==> config.mk <==
export PLATFORM = sky130hd
export DESIGN_NAME = bin_to_bcd4_seq
export DESIGN_NICKNAME = d
export VERILOG_FILES = /design/src/rtl/bin_to_bcd4_seq.sv
export SDC_FILE = /design/constraint.sdc
export NUM_CORES = 1
export LEC_CHECK = 0
export BUFFER_PORTS_ARGS = -buffer_cell sky130_fd_sc_hd__clkbuf_2
export CORE_ASPECT_RATIO = 0.5
export CORE_MARGIN = 2
export CORE_UTILIZATION = 40
export DETAILED_ROUTE_END_ITERATION = 7
export PLACE_DENSITY = 0.73
export RECOVER_POWER = 25
export SLEW_MARGIN = 20
export SYNTH_ARGS = -nofsm -noshare
export SYNTH_HDL_FRONTEND = slang
export SYNTH_SLANG_ARGS = --single-unit
==> constraint.sdc <==
create_clock -name clk -period 1.6 [get_ports clk]
set_input_delay 0.08 -clock clk [delete_from_list [all_inputs] [get_ports clk]]
set_output_delay 0.08 -clock clk [all_outputs]
set_load 0.01 [all_outputs]
==> src/rtl/bin_to_bcd4_seq.sv <==
// bin_to_bcd4_seq: sequential double-dabble converter from binary to four held BCD digits
module bin_to_bcd4_seq #(
  parameter int BIN_W = 14
) (
  input  logic             clk,
  input  logic             rst_n,
  input  logic             start,
  input  logic [BIN_W-1:0] bin,
  output logic             busy,
  output logic             done,
  output logic             ovf,
  output logic [3:0]       dig0,
  output logic [3:0]       dig1,
  output logic [3:0]       dig2,
  output logic [3:0]       dig3
);
  localparam int SW = BIN_W + 16;
  localparam int CW = $clog2(BIN_W + 1);
  typedef enum logic [1:0] {IDLE, SHIFT, DONE} state_t;
  state_t state, state_nx;
  logic [SW-1:0] sr, adj, sh;
  logic [CW-1:0] cnt;
  logic ovf_pending;
  logic last;
  assign last = (cnt == CW'(1));
  assign busy = (state != IDLE);
  assign done = (state == DONE);
  // state register
  always_ff @(posedge clk or negedge rst_n)
    if (!rst_n) state <= IDLE;
    else state <= state_nx;
  // next-state: one iteration per cycle in SHIFT, a single DONE cycle, then back to IDLE
  always_comb begin
    state_nx = state;
    case (state)
      IDLE:    state_nx = start ? SHIFT : IDLE;
      SHIFT:   state_nx = last ? DONE : SHIFT;
      default: state_nx = IDLE;
    endcase
  end
  // add-3 to every BCD field holding 5 or more, then shift left by one
  always_comb begin
    adj = sr;
    for (int k = 0; k < 4; k++)
      if (sr[BIN_W+4*k +: 4] >= 4'd5) adj[BIN_W+4*k +: 4] = sr[BIN_W+4*k +: 4] + 4'd3;
    sh = {adj[SW-2:0], 1'b0};
  end
  // datapath: load on accept, iterate in SHIFT, update held outputs on the final iteration
  always_ff @(posedge clk or negedge rst_n)
    if (!rst_n) begin
      sr <= '0;
      cnt <= '0;
      ovf_pending <= 1'b0;
      ovf <= 1'b0;
      {dig3, dig2, dig1, dig0} <= 16'h0;
    end else if (state == IDLE && start) begin
      sr <= {16'b0, bin};
      cnt <= CW'(BIN_W);
      ovf_pending <= (32'(bin) > 32'd9999);
    end else if (state == SHIFT) begin
      sr <= sh;
      cnt <= cnt - CW'(1);
      if (last) begin
        {dig3, dig2, dig1, dig0} <= ovf_pending ? 16'hEEEE : sh[BIN_W +: 16];
        ovf <= ovf_pending;
      end
    end
endmodule

==> impl_metrics.json, run 1 <==
{
  "setup_viol": 0,
  "vias": 2107,
  "fillCellCount": 521,
  "p_per_area_mw_per_mm2": 2140,
  "final_common_cell": "dfrtp_1",
  "grt_pass1_wl_um": 9490,
  "root_buffer": "clkbuf_16",
  "nNetsFinal": 347,
  "finish.utilization_pct": 51.5,
  "port_buffers": 35,
  "clock_skew_ns": 0.00783,
  "antenna_left": 0,
  "worstHoldStart": "bin[0]",
  "yosysSeqAreaShare_pct": 52.8,
  "cts_tree": "yes",
  "r2r-end": "sr[28]$_DFFE_PN0P_",
  "cp_slowest_stage_delay_ns": 0.42,
  "antenna_found_initial": 0,
  "groute.usage.overall_pct": 17.3,
  "timing_hold_violations_final": 0,
  "area_delta_synth_final_pct": 23.4,
  "end_kind": "flop",
  "die-area_mm2": 0.00710,
  "holdPathStages": 3,
  "max-slew-margin-rel_pct": 49.5,
  "ff2ff_path_depth": 5,
  "rows": 20,
  "crit_arrival_ns": 1.75,
  "cp_cell_sequence": "ha_1 -> nand2b_1 -> a21oi_2 -> mux2_2 -> o21ai_0",
  "whs_endpoint": "sr[0]$_DFFE_PN0P_",
  "route.detailed.drc": 0,
  "yosys_warnings": 0,
  "syn_area_mm2": 0.00256,
  "place_congestion": 0.800,
  "start_util_pct": 41.8,
  "clk_latency_ns": 0.29,
  "worst_slew_pin_slew_ns": 0.758,
  "clk_path_buf_depth": 2,
  "grt_pass1_vias": 2015,
  "postSynthAreaPerCell_um2": 9.52,
  "clock.fmax_ghz": 0.653,
  "seq_area_mm2": 0.00135,
  "hpwl_um": 3820,
  "overflow": 0,
  "cts_max_level": 2,
  "multiInputGateArea_mm2": 0.00115,
  "r2r_start": "sr[26]$_DFFE_PN0P_",
  "pre_cts_ws_ns": -0.0317,
  "core_area_mm2": 0.00613,
  "die_x_um": 117,
  "design_area_mm2": 0.00316,
  "cts_sinks": 54,
  "cpMaxStageDelayCell": "dfrtp_1",
  "cts_buffers": 5,
  "status": "completed",
  "io_pins": 36,
  "stdcell_count": 409,
  "syn-num-nets": 296,
  "dr.pass1.iters": 4,
  "die_y_um": 60.6,
  "dp_cells": 398,
  "hp-class": "input port to flop",
  "grt_max_degree": 55,
  "n_antenna_cell": 0,
  "dpl-instance-area_mm2": 0.00294,
  "leakage_nw": 1.49,
  "fin_ws_ns": 0.0680,
  "vdd_drop_max_uv": 654,
  "tns_ns": 0,
  "finalCriticalPeriod_ns": 1.53,
  "reg2reg_slack_ns": 0.07,
  "ys_ff_latch": 54,
  "startpoint_type": "flop",
  "drtIter0Drc": 60,
  "drv_cap": 0,
  "clkTransAtPathRegs_ns": 0.07,
  "drv_slew": 0,
  "post-route-period-util_pct": 95.7,
  "synthDistinctLibCells": 33,
  "final_layout_size_suffix_gt1_share_pct": 27.1,
  "critPathKind": "flop to flop",
  "wl_um": 5640,
  "via_per_inst": 5.15,
  "layout_common_cells": "dfrtp_1 (54), nand2_1 (47), clkbuf_2 (35), o21ai_0 (23), nor2_1 (18)",
  "synthCells": 269,
  "cp.required_ns": 1.82,
  "wl_per_cell_um": 13.8,
  "crit_fanout": 3
}
## report_power, final
group	switching, mW	leakage [nW]	internal [mW]	total [mW]
clock	0.486	0.0836	0.733	1.22
combinational	1.65	0.738	1.37	3.02
sequential	0.520	0.663	2.00	2.52
total	2.65	1.49	4.11	6.76
## layout make-up
class	count	area share, %
Sequential cell	54	42.8
Multi-Input combinational cell	193	36.5
Timing Repair Buffer	54	10.5
Clock buffer	5	3.96
Tap cell	88	3.49
Inverter	12	1.50
Clock inverter	3	1.27
## flip-flops by register name (all words and copies together), names as in the netlist
signal,cells
ovf,1
dig1,4
dig2,4
ovf_pending,1
dig3,4
state,2
cnt,4
sr,30
dig0,4
## kinds of logic (layout without fill, tap and decap cells)
group / Yosys count / in the layout / share of synthesized area [%]
multiplexers: 5 / 5 / 2.15
AO/OA/AOI/OAI: 66 / 66 / 14.3
AND/OR/NAND/NOR: 107 / 107 / 20.2
buffers and inverters: 22 / 74 / 3.96
adder cells (fa/ha/maj): 10 / 10 / 4.89
XOR/XNOR: 5 / 5 / 1.71
flip-flops: 54 / 54 / 52.8
## metrics by stage
step / power, mW / hold WS (ns)
2_1_floorplan: 4.38 / -0.216
3_3_place_gp: 5.20 / 0.100
3_5_place_dp: 5.36 / 0.111
4_1_cts: 6.62 / 0.00347
5_1_grt: 7.35 / 0.0155
6_report: 6.76 / 0.00677
## cells in the mapped netlist, drive strengths merged
| cell type | instances | area share, % |
|---|---|---|
| a22oi | 12 | 3.5 |
| a31oi | 3 | 0.73 |
| and3 | 1 | 0.24 |
| buf | 9 | 2.0 |
| nand3b | 1 | 0.29 |
| nor4 | 2 | 0.49 |
| nor2 | 20 | 3.3 |
| o31ai | 1 | 0.29 |
| nand2 | 48 | 7.3 |
| and2b | 1 | 0.39 |
| nand2b | 7 | 1.7 |
| xnor2 | 5 | 1.7 |
| nor3b | 5 | 2.1 |
| dfrtp | 54 | 53 |
| nand3 | 15 | 2.9 |
| a21oi | 19 | 3.7 |
| ha | 10 | 4.9 |
| clkbuf | 1 | 0.15 |
| nor3 | 6 | 1.2 |
| o21ai | 31 | 6.1 |
| mux2i | 1 | 0.39 |
| nor2b | 1 | 0.24 |
| mux2 | 4 | 1.8 |
| inv | 12 | 1.9 |
## worst max-delay path by stage
stage,startpoint,to,slack [ns],depth (start not counted)
after floorplan,sr[14]$_DFFE_PN0P_,sr[16]$_DFFE_PN0P_,0.07,6
after global placement,sr[26]$_DFFE_PN0P_,sr[28]$_DFFE_PN0P_,0.09,6
after detailed placement,sr[18]$_DFFE_PN0P_,sr[20]$_DFFE_PN0P_,-0.03,6
after CTS,sr[26]$_DFFE_PN0P_,dig3[2]$_DFFE_PN0P_,0.006,6
after global routing,cnt[1]$_DFFE_PN0P_,dig1[3]$_DFFE_PN0P_,-0.06,8
final,sr[26]$_DFFE_PN0P_,sr[28]$_DFFE_PN0P_,0.07,5
## critical path: cells and delay by family, from the launching register on
kind / cells / cell delay, ns
fa+ha+maj: 1 / 0.21
compound gates: 2 / 0.30
simple gates: 1 / 0.15
flops: 1 / 0.42
mux: 1 / 0.37
## per-layer routing
metal / vias to the layer above / global-route usage, % / part of all wire [%]
li1: 1031 / - / -
met1: 1023 / 23.4 / 46
met2: 46 / 29.1 / 48
met3: 7 / 2.80 / 3.8
met4: 0 / 6.05 / 1.3
met5: - / 0 / 0
## what timing repair did
action | in CTS | in global routing
setup buffers | 0 | 2
hold buffers | 1 | 0
gates resized for setup | 3 | 17
endpoints found under the hold margin | 54 | 0
setup endpoints to repair | 3 | 19
pin swaps | 0 | 4
No activity file was read; power rests on OpenSTA's default activity.
==> inputs of run 2 (changes only) <==
Settings changed: PLACE_DENSITY 0.73 to 0.71.
Clock period 1.6 ns to 1.7 ns, I/O delays scaled along.
==> impl_metrics.json, run 2 (synthesis gave the netlist of run 1 again) <==
{
  "timing_hold_violations_final": 0,
  "antenna_left": 0,
  "post-route-period-util_pct": 95.3,
  "cts_tree": "yes",
  "clkTransAtPathRegs_ns": 0.06,
  "clkPwrFrac_pct": 16.8,
  "crit_arrival_ns": 1.83,
  "port_buffers": 35,
  "drv_cap": 0,
  "core_area_mm2": 0.00613,
  "rows": 20,
  "via_per_inst": 5.10,
  "clk_path_buf_depth": 2,
  "grt_max_degree": 55,
  "nNetsFinal": 337,
  "cts_sinks": 54,
  "dr.pass1.iters": 4,
  "die-area_mm2": 0.00710,
  "drtIter0Drc": 83,
  "post_cts_buffers": 0,
  "total_power_mw": 6.05,
  "io_pins": 36,
  "regMostFlops": "sr",
  "critPathKind": "flop to flop",
  "p_comb_share_pct": 44.0,
  "max-slew-margin-rel_pct": 22.1,
  "p_switching_mw": 2.44,
  "end_kind": "flop",
  "p_sw_share_pct": 40.3,
  "route.detailed.drc": 0,
  "p_per_area_mw_per_mm2": 1970,
  "status": "completed",
  "final_common_cell": "dfrtp_1",
  "hp-class": "input port to flop",
  "tns_ns": 0,
  "drv_slew": 0,
  "ff2ff_path_depth": 6,
  "crit_fanout": 5,
  "grt_pass1_vias": 2127,
  "die_y_um": 60.6,
  "pwr-share-seq_pct": 39.2,
  "vias": 2036,
  "hpwl_um": 3890,
  "clock.fmax_ghz": 0.617,
  "cts_max_level": 2,
  "antenna_found_initial": 0,
  "finish.utilization_pct": 50.1,
  "place_congestion": 0.867,
  "internal_power_mw": 3.61,
  "dpl-instance-area_mm2": 0.00289,
  "area_delta_synth_final_pct": 19.9,
  "clk_latency_ns": 0.29,
  "grt_pass1_wl_um": 9560,
  "overflow": 0,
  "wl_per_cell_um": 14.1,
  "startpoint_type": "flop",
  "final_layout_size_suffix_gt1_share_pct": 22.2,
  "design_area_mm2": 0.00307,
  "groute.usage.overall_pct": 17.6,
  "layout_common_cells": "dfrtp_1 (54), nand2_1 (47), clkbuf_2 (35), o21ai_0 (26), nor2_1 (18)",
  "die_x_um": 117,
  "clock_skew_ns": 0.00457,
  "vdd_drop_max_uv": 573,
  "dp_cells": 390,
  "finalCriticalPeriod_ns": 1.62,
  "n_antenna_cell": 0,
  "setup_viol": 0,
  "fillCellCount": 575,
  "stdcell_count": 399,
  "leakage_nw": 1.43,
  "cts_buffers": 5,
  "wl_um": 5610,
  "holdPathStages": 3,
  "worst_slew_pin_slew_ns": 1.17,
  "largest_reg_flops": 30,
  "cp.required_ns": 1.91,
  "root_buffer": "clkbuf_16",
  "start_util_pct": 41.8
}
-- run 2: power groups by stage --
stage | clock network [mW] | logic [mW] | registers [mW]
3_3_place_gp | 0 | 2.46 | 2.32
4_1_cts | 1.04 | 2.60 | 2.35
5_1_grt | 1.09 | 3.02 | 2.47
3_5_place_dp | 0 | 2.59 | 2.36
6_report | 1.02 | 2.66 | 2.37
2_1_floorplan | 0 | 1.79 | 2.33
-- run 2: worst max-delay path: stages, from the launching register on --
cell      delay (ns)
dfrtp_1         0.40
inv_1           0.11
ha_2            0.23
nand2b_1        0.10
a21oi_2         0.20
mux2_2          0.36
o21ai_0         0.15
-- run 2: per-stage QoR --
stage / worst slack (ns) / hold slack, ns
6_report: 0.0794 / 0.00626
5_1_grt: -0.0382 / 0.0305
4_1_cts: 0.0101 / 0.00460
3_5_place_dp: 0.0187 / 0.111
3_3_place_gp: 0.126 / 0.105
2_1_floorplan: 0.170 / -0.211
-- run 2: final cells by class --
class / instances / area [um^2] / area share, %
multi-input combinational: 193 / 1150 / 37.4
clock buffer: 7 / 143 / 4.64
timing repair buffer: 44 / 268 / 8.72
tap: 88 / 110 / 3.58
clock inverter: 1 / 5.00 / 0.163
sequential: 54 / 1350 / 44.0
inverter: 12 / 47.5 / 1.55
-- run 2: final timing paths --
kind,startpoint,slack [ns],end
min in group asynchronous,rst_n,0.66,sr[9]$_DFFE_PN0P_
setup / recovery,sr[15]$_DFFE_PN0P_,0.08,sr[16]$_DFFE_PN0P_
max in group asynchronous,rst_n,0.33,sr[21]$_DFFE_PN0P_
setup reg to reg,sr[15]$_DFFE_PN0P_,0.08,sr[16]$_DFFE_PN0P_
hold reg to reg,dig0[0]$_DFFE_PN0P_,0.46,dig0[0]$_DFFE_PN0P_
hold / removal,bin[2],0.006,sr[2]$_DFFE_PN0P_
-- run 2: what timing repair did --
item | in CTS | in global routing
resized for setup | 0 | 10
hold buffers | 1 | 0
setup endpoints to repair | 0 | 10
hold endpoints to repair | 54 | 0
-- run 2: per-layer routing --
| metal | GRT usage [%] | wire (um) |
|---|---|---|
| met5 | 0 | 0 |
| met2 | 29.8 | 2660 |
| met1 | 22.3 | 2620 |
| met4 | 7.73 | 74 |
| met3 | 3.80 | 244 |
